## src/rtl/ewrapper_io_tx_ser_pkg.sv

```systemverilog
// Shared eLink constants and types for the transmit serializer and its lane shifters.
package ewrapper_pkg;

    localparam int ELINK_NLANES = 9;
    localparam int ELINK_NPHASE = 4;
    localparam int ELINK_WORD_W = 72;

    localparam logic [ELINK_WORD_W-1:0] ELINK_IDLE_WORD = 72'd0;

    typedef logic [1:0] phase_t;

endpackage

```

## src/rtl/ewrapper_io_tx_ser_if.sv

```systemverilog
// Word handshake and per-lane serial outputs of the eLink transmit serializer.
interface ewrapper_io_tx_ser_if
    import ewrapper_pkg::*;
#(
    parameter int NLANES = ELINK_NLANES
);

    logic [8*NLANES-1:0] DATA_FROM_DEVICE;
    logic                DATA_VALID;
    logic                DATA_READY;
    logic [NLANES-1:0]   DATA_EVEN;
    logic [NLANES-1:0]   DATA_ODD;
    logic                FRAME_START;
    logic                TX_BUSY;

    modport master (
        output DATA_FROM_DEVICE, DATA_VALID,
        input  DATA_READY, DATA_EVEN, DATA_ODD, FRAME_START, TX_BUSY
    );

    modport slave (
        input  DATA_FROM_DEVICE, DATA_VALID,
        output DATA_READY, DATA_EVEN, DATA_ODD, FRAME_START, TX_BUSY
    );

endinterface

```

## src/rtl/ewrapper_io_tx_ser_lane.sv

```systemverilog
// One lane: 8-bit load / shift-by-2 register, MSB pair feeds the ODDR D1/D2 inputs.
// ETX_INVERT_EN inverts the lane data as it enters the register.
module ewrapper_tx_lane_ser (
    input  logic       clk_i,
    input  logic       rst_ni,
    input  logic       load_i,
    input  logic [7:0] word_i,
    output logic       even_o,
    output logic       odd_o
);

`ifdef ETX_INVERT_EN
    localparam logic [7:0] POL_MASK = 8'hFF;
`else
    localparam logic [7:0] POL_MASK = 8'h00;
`endif

    logic [7:0] shift_q, shift_d;

    always_comb begin
        shift_d = {shift_q[5:0], 2'b00};
        if (load_i) begin
            shift_d = word_i ^ POL_MASK;
        end
    end

    always_ff @(posedge clk_i) begin
        if (!rst_ni) begin
            shift_q <= '0;
        end else begin
            shift_q <= shift_d;
        end
    end

    assign even_o = shift_q[7];
    assign odd_o  = shift_q[6];

endmodule

```

## src/rtl/ewrapper_io_tx_ser.sv

```systemverilog
// eLink transmit serializer: phase counter, one-entry pending buffer and handshake,
// driving NLANES lane shifters. Build option ETX_INVERT_EN selects inverted lane polarity.
module ewrapper_io_tx_ser
    import ewrapper_pkg::*;
#(
    parameter int NLANES = ELINK_NLANES,
    parameter int NPHASE = ELINK_NPHASE
) (
    input  logic                  CLK_IN,
    input  logic                  IO_RESET_N,
    ewrapper_io_tx_ser_if.slave   tx
);

    localparam int     WORD_W     = 8 * NLANES;
    localparam phase_t PHASE_LOAD = phase_t'(NPHASE - 1);

    phase_t              phase_q, phase_d;
    logic [WORD_W-1:0]   pend_q, pend_d;
    logic                pend_vld_q, pend_vld_d;
    logic                frame_q;
    logic                busy_q;

    logic                load_edge;
    logic                ready;
    logic                accept;
    logic [WORD_W-1:0]   lane_word;
    logic [NLANES-1:0]   even_w;
    logic [NLANES-1:0]   odd_w;

    assign load_edge = (phase_q == PHASE_LOAD);
    // The pending slot frees up on the load edge, so a new word may land there in the same cycle.
    assign ready     = IO_RESET_N & (~pend_vld_q | load_edge);
    assign accept    = tx.DATA_VALID & ready;
    assign lane_word = pend_vld_q ? pend_q : ELINK_IDLE_WORD[WORD_W-1:0];

    always_comb begin
        phase_d    = load_edge ? '0 : phase_q + 2'd1;
        pend_d     = pend_q;
        pend_vld_d = pend_vld_q;
        if (accept) begin
            pend_d     = tx.DATA_FROM_DEVICE;
            pend_vld_d = 1'b1;
        end else if (load_edge) begin
            pend_vld_d = 1'b0;
        end
    end

    always_ff @(posedge CLK_IN) begin
        if (!IO_RESET_N) begin
            phase_q    <= PHASE_LOAD;
            pend_q     <= '0;
            pend_vld_q <= 1'b0;
            frame_q    <= 1'b0;
            busy_q     <= 1'b0;
        end else begin
            phase_q    <= phase_d;
            pend_q     <= pend_d;
            pend_vld_q <= pend_vld_d;
            frame_q    <= (phase_d == '0);
            if (load_edge) begin
                busy_q <= pend_vld_q;
            end
        end
    end

    for (genvar n = 0; n < NLANES; n++) begin : g_lane
        ewrapper_tx_lane_ser u_lane (
            .clk_i  (CLK_IN),
            .rst_ni (IO_RESET_N),
            .load_i (load_edge),
            .word_i (lane_word[8*n +: 8]),
            .even_o (even_w[n]),
            .odd_o  (odd_w[n])
        );
    end

    assign tx.DATA_READY  = ready;
    assign tx.DATA_EVEN   = even_w;
    assign tx.DATA_ODD    = odd_w;
    assign tx.FRAME_START = frame_q;
    assign tx.TX_BUSY     = busy_q;

endmodule

```

## src/flat_wrapper.sv

```systemverilog
// flat-port wrapper written by rule: the top's interface ports become plain ports
module ewrapper_io_tx_ser_flat import ewrapper_pkg::*;
#(
    parameter int NLANES = ELINK_NLANES,
    parameter int NPHASE = ELINK_NPHASE
)
  (CLK_IN, IO_RESET_N, tx_DATA_FROM_DEVICE, tx_DATA_VALID, tx_DATA_READY, tx_DATA_EVEN, tx_DATA_ODD, tx_FRAME_START, tx_TX_BUSY);
  ewrapper_io_tx_ser_if #(.NLANES(NLANES)) tx_i ();
  input  logic CLK_IN;
  input  logic IO_RESET_N;
  input wire logic [$bits(tx_i.DATA_FROM_DEVICE)-1:0] tx_DATA_FROM_DEVICE;
  input wire logic [$bits(tx_i.DATA_VALID)-1:0] tx_DATA_VALID;
  output wire logic [$bits(tx_i.DATA_READY)-1:0] tx_DATA_READY;
  output wire logic [$bits(tx_i.DATA_EVEN)-1:0] tx_DATA_EVEN;
  output wire logic [$bits(tx_i.DATA_ODD)-1:0] tx_DATA_ODD;
  output wire logic [$bits(tx_i.FRAME_START)-1:0] tx_FRAME_START;
  output wire logic [$bits(tx_i.TX_BUSY)-1:0] tx_TX_BUSY;
  assign tx_i.DATA_FROM_DEVICE = tx_DATA_FROM_DEVICE;
  assign tx_i.DATA_VALID = tx_DATA_VALID;
  assign tx_DATA_READY = tx_i.DATA_READY;
  assign tx_DATA_EVEN = tx_i.DATA_EVEN;
  assign tx_DATA_ODD = tx_i.DATA_ODD;
  assign tx_FRAME_START = tx_i.FRAME_START;
  assign tx_TX_BUSY = tx_i.TX_BUSY;
  ewrapper_io_tx_ser #(.NLANES(NLANES), .NPHASE(NPHASE)) u_core (.CLK_IN(CLK_IN), .IO_RESET_N(IO_RESET_N), .tx(tx_i));
endmodule
```

## config.mk

```make
export PLATFORM = sky130hd
export DESIGN_NAME = ewrapper_io_tx_ser_flat
export DESIGN_NICKNAME = d
export VERILOG_FILES = /design/src/rtl/ewrapper_io_tx_ser_pkg.sv /design/src/rtl/ewrapper_io_tx_ser_if.sv /design/src/rtl/ewrapper_io_tx_ser_lane.sv /design/src/rtl/ewrapper_io_tx_ser.sv /design/src/flat_wrapper.sv
export SDC_FILE = /design/constraint.sdc
export NUM_CORES = 1
export LEC_CHECK = 0
export CAP_MARGIN = 20
export CORE_UTILIZATION = 57
export CTS_BUF_LIST = sky130_fd_sc_hd__clkbuf_4 sky130_fd_sc_hd__clkbuf_8 sky130_fd_sc_hd__clkbuf_16
export CTS_CLUSTER_DIAMETER = 200
export CTS_CLUSTER_SIZE = 25
export DETAILED_ROUTE_END_ITERATION = 16
export PLACE_DENSITY_LB_ADDON = 0.08
export RECOVER_POWER = 100
export SLEW_MARGIN = 30
export SYNTH_ARGS = -nofsm -noshare
export SYNTH_HDL_FRONTEND = slang
export SYNTH_SLANG_ARGS = --single-unit
```

## constraint.sdc

```tcl
create_clock -name CLK_IN -period 4.17 [get_ports CLK_IN]
set_clock_uncertainty 0.05 [all_clocks]
set_input_delay 1.0425 -clock CLK_IN [delete_from_list [all_inputs] [get_ports CLK_IN]]
set_output_delay 1.0425 -clock CLK_IN [all_outputs]
set_load 0.05 [all_outputs]
```

### After elaboration in Yosys (flattened, before gate mapping)

Cells that the tools add are included.

* flip-flop bits (word level): 149
* latch bits: 0
* memory bits (writable): 0
* bits in read-only memories: 0
* input port bits: 75
* output and inout port bits: 21
* word-level logic and storage cells: 45
* memories kept: 0

* add/subtract/negate cells: 1
* multipliers: 0
* div/mod/pow operators: 0
* magnitude comparators: 0
* eq/ne operators: 1
* shifts and indexed selects: 0
* multiplexer cells: 13
* bitwise gates (word level): 4
* reduce and logical (&&, ||, !) cells: 3

Operators by type and width (number)
* $mux 72: 1
* $mux 8: 9
* $reduce_and 3->1: 1
* $add 2x1->2 const B: 1
* $and 1x1->1: 2
* $eq 2x2->1 const B: 1
* $logic_not 2->1: 1
* $mux 1: 2
* $mux 2: 1
* $reduce_bool 2->1: 1
* $not 1->1: 1
* $or 1x1->1: 1

### Depth between registers and ports, before layout

Gate-level depths: netlist of run 1.

* depth after elaboration: 5
* mapped depth: 6
* depth with buffers taken out: 4

### Hierarchy

A second synthesis of run 1 with hierarchy kept.

* cell total of the unflattened synthesis: 616
* area, all modules: 6164.7 sq um

By module, submodules not included
* ewrapper_io_tx_ser: times used 1, cells an instance 409, area an instance 3608.5 sq um, seq. area each 1541.5 sq um
* ewrapper_tx_lane_ser: times used 9, cells an instance 23, area an instance 284.0 sq um, seq. area each 160.2 sq um

### Least setup slack after synthesis of run 1

No wires, ideal clock.

* path kind: input to output
* start point: in IO_RESET_N
* end point: out tx_DATA_READY
* data arrival time: 1.684 ns
* data required time: 3.078 ns
* slack: 1.393 ns
* cell stages on the path: 2
* path buffers: 1
* cells stage by stage: clkbuf_1 -> and2_1

* word-level cells in the longest chain between the ends: 1

RTL lines
* from (decl): RTL line flat_wrapper.sv:10 `input logic IO_RESET_N;`
* $and 1x1->1: RTL line ewrapper_io_tx_ser.sv:32 `assign ready = IO_RESET_N & (~pend_vld_q | load_edge);`
* to (decl): RTL line flat_wrapper.sv:13 `output wire logic [$bits(tx_i.DATA_READY)-1:0] tx_DATA_READY;`

No other way between the ends.

### Worst setup path in the final report of run 1

* start point: reg u_core.phase_q[0]
* end point: reg u_core.g_lane[4].u_lane.shift_q[5]

* word-level cells in the longest chain between the ends: 2

RTL lines
* from (decl): RTL line ewrapper_io_tx_ser.sv:17 `phase_t phase_q, phase_d;`
* from (signal assigned): RTL line ewrapper_io_tx_ser.sv:56 `phase_q <= phase_d;`
* $eq 2x2->1: RTL line ewrapper_io_tx_ser.sv:30 `assign load_edge = (phase_q == PHASE_LOAD);`
* $mux 8: RTL line ewrapper_io_tx_ser_lane.sv:22 `if (load_i) begin`
* to (signal assigned): RTL line ewrapper_io_tx_ser_lane.sv:31 `shift_q <= shift_d;`
* to (decl): RTL line ewrapper_io_tx_ser_lane.sv:18 `logic [7:0] shift_q, shift_d;`

No other way between the ends.
A chain may end at the register's enable or synchronous reset.

==> results.json, run 1 <==
{
  "cts_resized": 0,
  "hold_class": "register to register",
  "antenna_cells": 0,
  "hp-start": "u_core.pend_q[65]$_SDFFE_PN0P_",
  "synth_nets": 699,
  "grt_overflow": 0,
  "yosysWarningCount": 0,
  "slowest_stage": "clkbuf_2",
  "cts_tree": "yes",
  "ys_seq_elements": 149,
  "antenna_found_initial": 0,
  "synth_cell_types": 20,
  "die_x_um": 104,
  "die_h_um": 104,
  "setup_viol": 0,
  "setup_tns_ns": 0,
  "cts_made_buffers": 17,
  "cts_root_buffer": "clkbuf_8",
  "dpl_worst_slack_ns": 1.29,
  "fmaxAchievable_mhz": 312,
  "core_area_mm2": 0.00986,
  "critPathArrivalTime_ns": 3.59,
  "io_pins": 96,
  "clk_pin_slew_ns": 0.06,
  "r2r_start": "u_core.phase_q[0]$_SDFF_PN1_",
  "worst_slack_ns": 0.969,
  "relSlewSlack_pct": 3.75,
  "critPathBufInv": 2,
  "dr.max_layer_used": "met4",
  "max_slew.worst_pin.slew_ns": 1.44,
  "ant_nets": 0,
  "avgRoutedWirePerCell_um": 12.9,
  "p_per_area_mw_per_mm2": 456,
  "wl_met2_mm": 5.02,
  "rows": 36,
  "holdBufCountCts": 0,
  "start_kind": "register",
  "grt_pass1_vias": 4041,
  "mostFrequentLayoutCells": "dfxtp_1 (149), nand2_1 (144), nor2b_1 (107)",
  "finalWeightedCongestion": 0.726,
  "max_stage_delay_ns": 0.93,
  "cp.depth": 6,
  "io_buffers": 95,
  "cts_setup_buffers": 0,
  "r2r_cells": 6,
  "status": "finished, final reports clean",
  "cpLargestDelayFamily": "buffers and inverters",
  "yosysSeqAreaShare_pct": 50.7,
  "worstPathRequired_ns": 4.56,
  "rsz0062_at_grt": "false",
  "routed_via_density": 4.92,
  "min_period_ns": 3.20,
  "syn_inst": 622,
  "drt_iter0_markers": 129,
  "met1_length_mm": 5.06,
  "grt_max_degree": 90,
  "grt_first_pass_wirelength_mm": 18.0,
  "areaGrowthSynthToFinish_pct": 21.3,
  "cap_violations": 0,
  "drt-total-wl_mm": 10.6,
  "nNetsFinal": 756,
  "clk_latency_ns": 0.51,
  "crit_fanout": 58,
  "wl_met3_um": 428,
  "final_common_cell": "dfxtp_1",
  "period_share_pct": 76.8,
  "p_leak_nw": 2.96,
  "drc": 0,
  "holdPathStages": 2,
  "cp_cell_sequence": "ha_1, clkbuf_2, and2_0, buf_4, a21oi_1, nor2b_1",
  "dp_hpwl_mm": 6.39,
  "critPathKind": "register to register",
  "via_count": 4051,
  "cp-startpoint": "u_core.phase_q[0]$_SDFF_PN1_",
  "die_area_mm2": 0.0107,
  "drive_gt1_share_pct": 5.79,
  "avgSynthCellArea_um2": 9.45,
  "ctsHtreeMaxLevel": 4,
  "clk_path_buf_depth": 2,
  "hold_viol_final": 0,
  "start_util_pct": 59.6,
  "netlist_area_mm2": 0.00588,
  "first_pass_iters": 4,
  "end_kind": "register",
  "ir_drop_uv": 205,
  "grt_usage_pct": 20.8,
  "clock_sinks": 149,
  "drv_slew": 0
}
-- path summary, 6_finish.rpt --
check	to	slack [ns]
max	u_core.g_lane[4].u_lane.shift_q[5]$_SDFF_PN0_	0.97
min	u_core.pend_q[65]$_SDFFE_PN0P_	0.40
max reg2reg	u_core.g_lane[4].u_lane.shift_q[5]$_SDFF_PN0_	0.97
min reg2reg	u_core.pend_q[65]$_SDFFE_PN0P_	0.40
-- kinds of logic (layout without fill, tap and decap cells) --
| group | Yosys count | in the layout | synth area share [%] |
|---|---|---|---|
| AND/OR/NAND/NOR | 277 | 277 | 23.5 |
| adder cells (fa/ha/maj) | 2 | 2 | 0.426 |
| buffers and inverters | 65 | 134 | 8.11 |
| AO/OA/AOI/OAI | 57 | 57 | 4.98 |
| flip-flops | 149 | 149 | 50.7 |
| multiplexers | 72 | 72 | 12.3 |
-- layer usage --
layer | vias up | global-route usage (%)
met3 | 11 | 6.04
met2 | 79 | 35.0
met5 | - | 0
met4 | 0 | 6.83
li1 | 2090 | -
met1 | 1871 | 25.4
-- synth_stat cells --
cell type,count,area [µm²]
dfxtp_1,149,2980
nand2_1,144,541
nor2b_1,107,669
mux2i_1,72,721
a21oi_1,53,265
buf_4,24,180
clkbuf_1,22,82.6
and3_1,18,113
buf_2,10,50.1
buf_12,8,160
and2_1,3,18.8
a21boi_0,2,15.0
ha_1,2,25.0
nand2b_1,2,12.5
and2_4,1,8.76
inv_1,1,3.75
nand2b_4,1,13.8
nand3_1,1,5.00
o21a_1,1,7.51
o21ai_0,1,5.00
-- layout make-up --
type / count / area [µm²]
clock buffers: 23 / 478
fillers: 747 / 2740
repair buffers: 102 / 1000
multi-input cells: 408 / 2420
well taps: 133 / 166
inverters: 1 / 3.75
flip-flops and latches: 149 / 2980
clock inverters: 8 / 76.3
-- flip-flops by register name, summed over array words and instances (netlist names) --
name / flops
u_core.tx.FRAME_START: 1
u_core.pend_q: 72
u_core.pend_vld_q: 1
u_core.phase_q: 2
u_core.tx.TX_BUSY: 1
u_core.g_lane.u_lane.shift_q: 72
-- worst reg2reg max path, stage by stage, from the launching register on --
cell and delay [ns]:
dfxtp_1 0.36, ha_1 0.21, clkbuf_2 0.93, and2_0 0.87, buf_4 0.44, a21oi_1 0.14, nor2b_1 0.12
-- metrics by stage --
step                cell area (µm²)  hold WS, ns  instances  power [mW]  util, %
floorplan                      5880        0.380        622        1.79        -
global placement               6590        0.388        793        1.88     66.8
detailed placement             6590        0.397        793        1.89     66.8
CTS                            7150        0.405        824        3.28     72.4
global route                   7130        0.421        824        3.38     72.3
finish                         7130        0.403        824        3.25     72.3
-- where the power goes --
group / leakage, nW / switching [mW] / internal [mW]
clock: 0.270 / 0.547 / 0.852
combinational: 1.47 / 0.177 / 0.153
sequential: 1.22 / 0.0315 / 1.49
Power figures use the tool's default switching activity.
==> run 2: changes to the inputs <==
--- a/config.mk
+++ b/config.mk
@@ -6,7 +6,7 @@
 export NUM_CORES = 1
 export LEC_CHECK = 0
 export CAP_MARGIN = 20
-export CORE_UTILIZATION = 57
+export CORE_UTILIZATION = 53
 export CTS_BUF_LIST = sky130_fd_sc_hd__clkbuf_4 sky130_fd_sc_hd__clkbuf_8 sky130_fd_sc_hd__clkbuf_16
 export CTS_CLUSTER_DIAMETER = 200
 export CTS_CLUSTER_SIZE = 25
==> constraint.sdc (replaced) <==
create_clock -name CLK_IN -period 3.35 [get_ports CLK_IN]
set_clock_uncertainty 0.05 [all_clocks]
set_input_delay 0.8375 -clock CLK_IN [delete_from_list [all_inputs] [get_ports CLK_IN]]
set_output_delay 0.8375 -clock CLK_IN [all_outputs]
set_load 0.05 [all_outputs]
==> run 2 against run 1 <==
Net effect: the run now ends with max-capacitance violations, max-slew violations left; via count down 0.77%; first-iteration DRC count rose by 23%; combinational power grew 28%; global-route usage shrank 1.7 points; critical path depth down 2; largest cell class unchanged.
==> results.json, run 2 (synthesis gave the netlist of run 1 again) <==
{
  "start_kind": "input port",
  "switchingPower_uw": 965,
  "cpLargestDelayFamily": "buffers and inverters",
  "dp_hpwl_mm": 6.05,
  "reg.largest.list": "u_core.g_lane.u_lane.shift_q: 72 flops, u_core.pend_q: 72 flops, u_core.phase_q: 2 flops",
  "rsz0062_at_grt": "false",
  "regArea_mm2": 0.00298,
  "p_clk_share_pct": 41.5,
  "p_per_area_mw_per_mm2": 555,
  "drv_slew": 222,
  "max_stage_delay_ns": 1.45,
  "cp_cell_sequence": "clkbuf_1, clkbuf_4, nand2_1, mux2i_1",
  "crit_fanout": 221,
  "clk_path_buf_depth": 2,
  "drive_gt1_share_pct": 6.09,
  "first_pass_iters": 4,
  "p_leak_nw": 2.95,
  "swShare_pct": 24.4,
  "period_share_pct": 78.1,
  "critPathKind": "input port to register",
  "critPathArrivalTime_ns": 3.00,
  "via_count": 4020,
  "drc": 0,
  "rows": 38,
  "slowest_stage": "clkbuf_4",
  "worstPathRequired_ns": 3.73,
  "drt_iter0_markers": 159,
  "holdBufCountCts": 0,
  "routed_via_density": 4.84,
  "die_h_um": 107,
  "cts_tree": "yes",
  "cts_setup_buffers": 0,
  "clk_latency_ns": 0.51,
  "worst_slack_ns": 0.735,
  "start_util_pct": 54.2,
  "seqPwrFrac_pct": 47.8,
  "fill_cells": 915,
  "multiInputGateArea_mm2": 0.00242,
  "cts_root_buffer": "clkbuf_8",
  "areaGrowthSynthToFinish_pct": 21.5,
  "mostFrequentLayoutCells": "dfxtp_1 (149), nand2_1 (144), nor2b_1 (107)",
  "nNetsFinal": 754,
  "ant_nets": 0,
  "ctsHtreeMaxLevel": 4,
  "ir_drop_uv": 378,
  "io_buffers": 95,
  "grt_max_degree": 222,
  "grt_pass1_vias": 3770,
  "avgRoutedWirePerCell_um": 12.6,
  "io_pins": 96,
  "dpl_worst_slack_ns": 0.892,
  "die_x_um": 107,
  "clk_pin_slew_ns": 0.06,
  "setup_tns_ns": 0,
  "min_period_ns": 2.62,
  "final_common_cell": "dfxtp_1",
  "violations": "max-capacitance violations, max-slew violations",
  "grt_first_pass_wirelength_mm": 17.2,
  "core_area_mm2": 0.0108,
  "fmaxAchievable_mhz": 382,
  "grt_usage_pct": 19.1,
  "antenna_found_initial": 0,
  "clock_sinks": 149,
  "critPathBufInv": 2,
  "die_area_mm2": 0.0115,
  "cts_resized": 0,
  "combPwrFrac_pct": 10.7,
  "setup_viol": 0,
  "grt_overflow": 0,
  "end_kind": "register",
  "drt-total-wl_mm": 10.5,
  "antenna_cells": 0,
  "hold_class": "register to register",
  "hold_viol_final": 0,
  "cap_violations": 1,
  "p_int_mw": 3.00,
  "finalWeightedCongestion": 0.751,
  "status": "finished, violations left",
  "cts_made_buffers": 17,
  "relSlewSlack_pct": -32.6,
  "max_slew.worst_pin.slew_ns": 1.99
}
==> run 2: changes by cell type in the layout (fill, tap and decap cells not counted), sizes merged <==
cell,change
clkbuf,-6
clkinv,+4
clkinvlp,+2
bufinv,-1
clkdlybuf4s50,+1
dlygate4sd3,-1
==> run 2: layout make-up <==
class                      instances  share of cell area (%)
clock buffer                      19                    6.18
clock inverter                    13                    1.19
inverter                           1                  0.0526
multi-input combinational        408                    33.9
sequential                       149                    41.8
tap                              140                    2.45
timing repair buffer             100                    14.4
==> run 2: routing by layer <==
metal	track usage, %	wire length [µm]	vias up
met3	5.57	419	10
li1	-	-	2084
met4	6.46	74	0
met1	24.5	5200	1847
met2	30.6	4780	79
met5	0	0	-
==> run 2: worst reg2reg max path, cell delays in order (launching register included) <==
cell      delay, ns
dfxtp_1        0.35
ha_2           0.19
nand2b_4       0.13
and2_4         0.42
buf_12         0.29
mux2i_1        0.25
==> run 2: power by group through the flow <==
stage	registers (mW)	logic, mW	clock network (mW)
global route	1.90	0.462	1.78
CTS	1.90	0.430	1.69
global placement	1.93	0.420	0
finish	1.90	0.424	1.64
detailed placement	1.93	0.427	0
floorplan	1.93	0.300	0
==> run 2: metrics by stage <==
step	hold slack, ns	area (µm²)	total power [mW]	instances	utilization [%]
floorplan	0.380	5880	2.23	622	-
global placement	0.387	6640	2.35	798	61.2
detailed placement	0.396	6640	2.36	798	61.2
CTS	0.404	7160	4.01	830	66.1
global route	0.423	7140	4.14	830	65.9
finish	0.404	7140	3.96	830	65.9
==> run 2: worst paths after layout <==
path | cells past startpoint | end | slack (ns) | from
worst max-delay path | 4 | u_core.pend_q[21]$_SDFFE_PN0P_ | 0.73 | IO_RESET_N
worst min-delay path | 2 | u_core.pend_q[40]$_SDFFE_PN0P_ | 0.40 | u_core.pend_q[40]$_SDFFE_PN0P_
worst max register to register | 5 | u_core.pend_q[48]$_SDFFE_PN0P_ | 1.57 | u_core.phase_q[0]$_SDFF_PN1_
worst min register to register | 2 | u_core.pend_q[40]$_SDFFE_PN0P_ | 0.40 | u_core.pend_q[40]$_SDFFE_PN0P_
==> run 3: changes to the inputs <==
==> constraint.sdc (replaced) <==
create_clock -name CLK_IN -period 2.6 [get_ports CLK_IN]
set_clock_uncertainty 0.05 [all_clocks]
set_input_delay 0.65 -clock CLK_IN [delete_from_list [all_inputs] [get_ports CLK_IN]]
set_output_delay 0.65 -clock CLK_IN [all_outputs]
set_load 0.05 [all_outputs]
==> run 3 against run 2 <==
Net effect: the run still ends with max-capacitance violations, max-slew violations left; final area increased by 0.70%; total power grew 34%; critical path depth is 3 lower; sequential share of layout area fell by 0.29 points; wire length shrank 0.19%; clock-buffer cell count grew 4; final cell count stayed put; worst setup slack got worse by 0.54 ns; first-iteration DRC count rose by 9.4%; via count up 0.77%; die area did not move; sequential cell count is the same; critical endpoint is now tx_DATA_EVEN[4]; largest cell class unchanged.
==> results.json, run 3 (synthesis gave the netlist of run 1 again) <==
{
  "status": "finished, violations left",
  "violations": "max-capacitance violations, max-slew violations",
  "die_h_um": 107,
  "period_share_pct": 92.6,
  "start_util_pct": 54.2,
  "antenna_found_initial": 0,
  "via_count": 4051,
  "slowest_stage": "dlygate4sd3_1",
  "p_leak_nw": 2.99,
  "fmaxAchievable_mhz": 416,
  "hold_class": "register to register",
  "clk_pin_slew_ns": 0.06,
  "worstPathRequired_ns": 1.90,
  "end_kind": "output pin",
  "first_pass_iters": 4,
  "critPathBufInv": 1,
  "io_pins": 96,
  "rsz0062_at_grt": "false",
  "finalWeightedCongestion": 0.708,
  "cts_setup_buffers": 0,
  "grt_max_degree": 222,
  "areaGrowthSynthToFinish_pct": 22.3,
  "drive_gt1_share_pct": 5.94,
  "holdBufCountCts": 0,
  "die_x_um": 107,
  "whs_ns": 0.401,
  "p_per_area_mw_per_mm2": 740,
  "max_stage_delay_ns": 0.87,
  "use_met3_pct": 4.36,
  "gr-usage-met1_pct": 24.5,
  "io_buffers": 95,
  "final_cells": 830,
  "setup_tns_ns": 0,
  "dp_hpwl_mm": 6.12,
  "critPathArrivalTime_ns": 1.71,
  "grt_pass1_vias": 3728,
  "grt_first_pass_wirelength_mm": 17.1,
  "relSlewSlack_pct": -21.1,
  "cts_made_buffers": 17,
  "min_period_ns": 2.41,
  "cts_tree": "yes",
  "clk_path_buf_depth": 2,
  "die_area_mm2": 0.0115,
  "ant_nets": 0,
  "crit_fanout": 1,
  "routed_via_density": 4.88,
  "fill_cells": 902,
  "nNetsFinal": 755,
  "regArea_mm2": 0.00298,
  "drc": 0,
  "cts_resized": 0,
  "grt_usage_pct": 18.8,
  "hold_viol_final": 0,
  "grt_overflow": 0,
  "clk_latency_ns": 0.50,
  "cp_cell_sequence": "dlygate4sd3_1",
  "multiInputGateArea_mm2": 0.00242,
  "setup_viol": 0,
  "max_slew.worst_pin.slew_ns": 1.82,
  "cap_violations": 1,
  "busiest_layer": "met2",
  "rows": 38,
  "critPathKind": "register to output pin",
  "cpLargestDelayFamily": "buffers and inverters",
  "ir_drop_uv": 392,
  "avgRoutedWirePerCell_um": 12.6,
  "antenna_cells": 0,
  "core_area_mm2": 0.0108,
  "clock_sinks": 149,
  "drv_slew": 222,
  "start_kind": "register",
  "ctsHtreeMaxLevel": 4,
  "drt_iter0_markers": 174,
  "place_inst": 799,
  "cts_root_buffer": "clkbuf_8",
  "worst-r2r-setup-slack_ns": 0.88,
  "final_common_cell": "dfxtp_1",
  "met2_usage_pct": 30.4,
  "finalPower_mw": 5.32,
  "reg.largest.list": "u_core.g_lane.u_lane.shift_q: 72 flops, u_core.pend_q: 72 flops, u_core.phase_q: 2 flops",
  "mostFrequentLayoutCells": "dfxtp_1 (149), nand2_1 (144), nor2b_1 (107)",
  "drt-total-wl_mm": 10.5
}
[run 3: area by class of cell]
cell class                 count  area share, %
clock buffer                  23           6.56
inverter                       1         0.0522
tap                          140           2.44
sequential                   149           41.5
multi-input combinational    408           33.7
clock inverter                 8           1.39
timing repair buffer         101           14.4
[run 3: worst paths after layout]
path,from,endpoint,cells after the start
max,u_core.g_lane[4].u_lane.shift_q[7]$_SDFF_PN0_,tx_DATA_EVEN[4],1
min,u_core.pend_q[16]$_SDFFE_PN0P_,u_core.pend_q[16]$_SDFFE_PN0P_,2
max reg2reg,u_core.phase_q[0]$_SDFF_PN1_,u_core.pend_q[33]$_SDFFE_PN0P_,5
min reg2reg,u_core.pend_q[16]$_SDFFE_PN0P_,u_core.pend_q[16]$_SDFFE_PN0P_,2
[run 3: report_power, final]
| part | total (mW) | internal [mW] | leakage, nW | switching, mW |
|---|---|---|---|---|
| sequential | 2.44 | 2.39 | 1.22 | 0.0469 |
| clock | 2.34 | 1.45 | 0.286 | 0.883 |
| combinational | 0.547 | 0.260 | 1.49 | 0.287 |
| total | 5.32 | 4.11 | 2.99 | 1.22 |
[run 3: per-layer routing]
layer	up-vias	part of all wire [%]
met2	80	46
met1	1875	49
li1	2085	-
met4	0	1.2
met3	11	3.6
met5	-	0
[run 3: per-stage QoR]
step	setup WS (ns)	utilization [%]	area [µm²]
global route	0.130	66.3	7190
global placement	0.529	61.3	6640
finish	0.193	66.3	7190
CTS	0.233	66.6	7210
detailed placement	0.481	61.3	6640
floorplan	0.608	-	5880
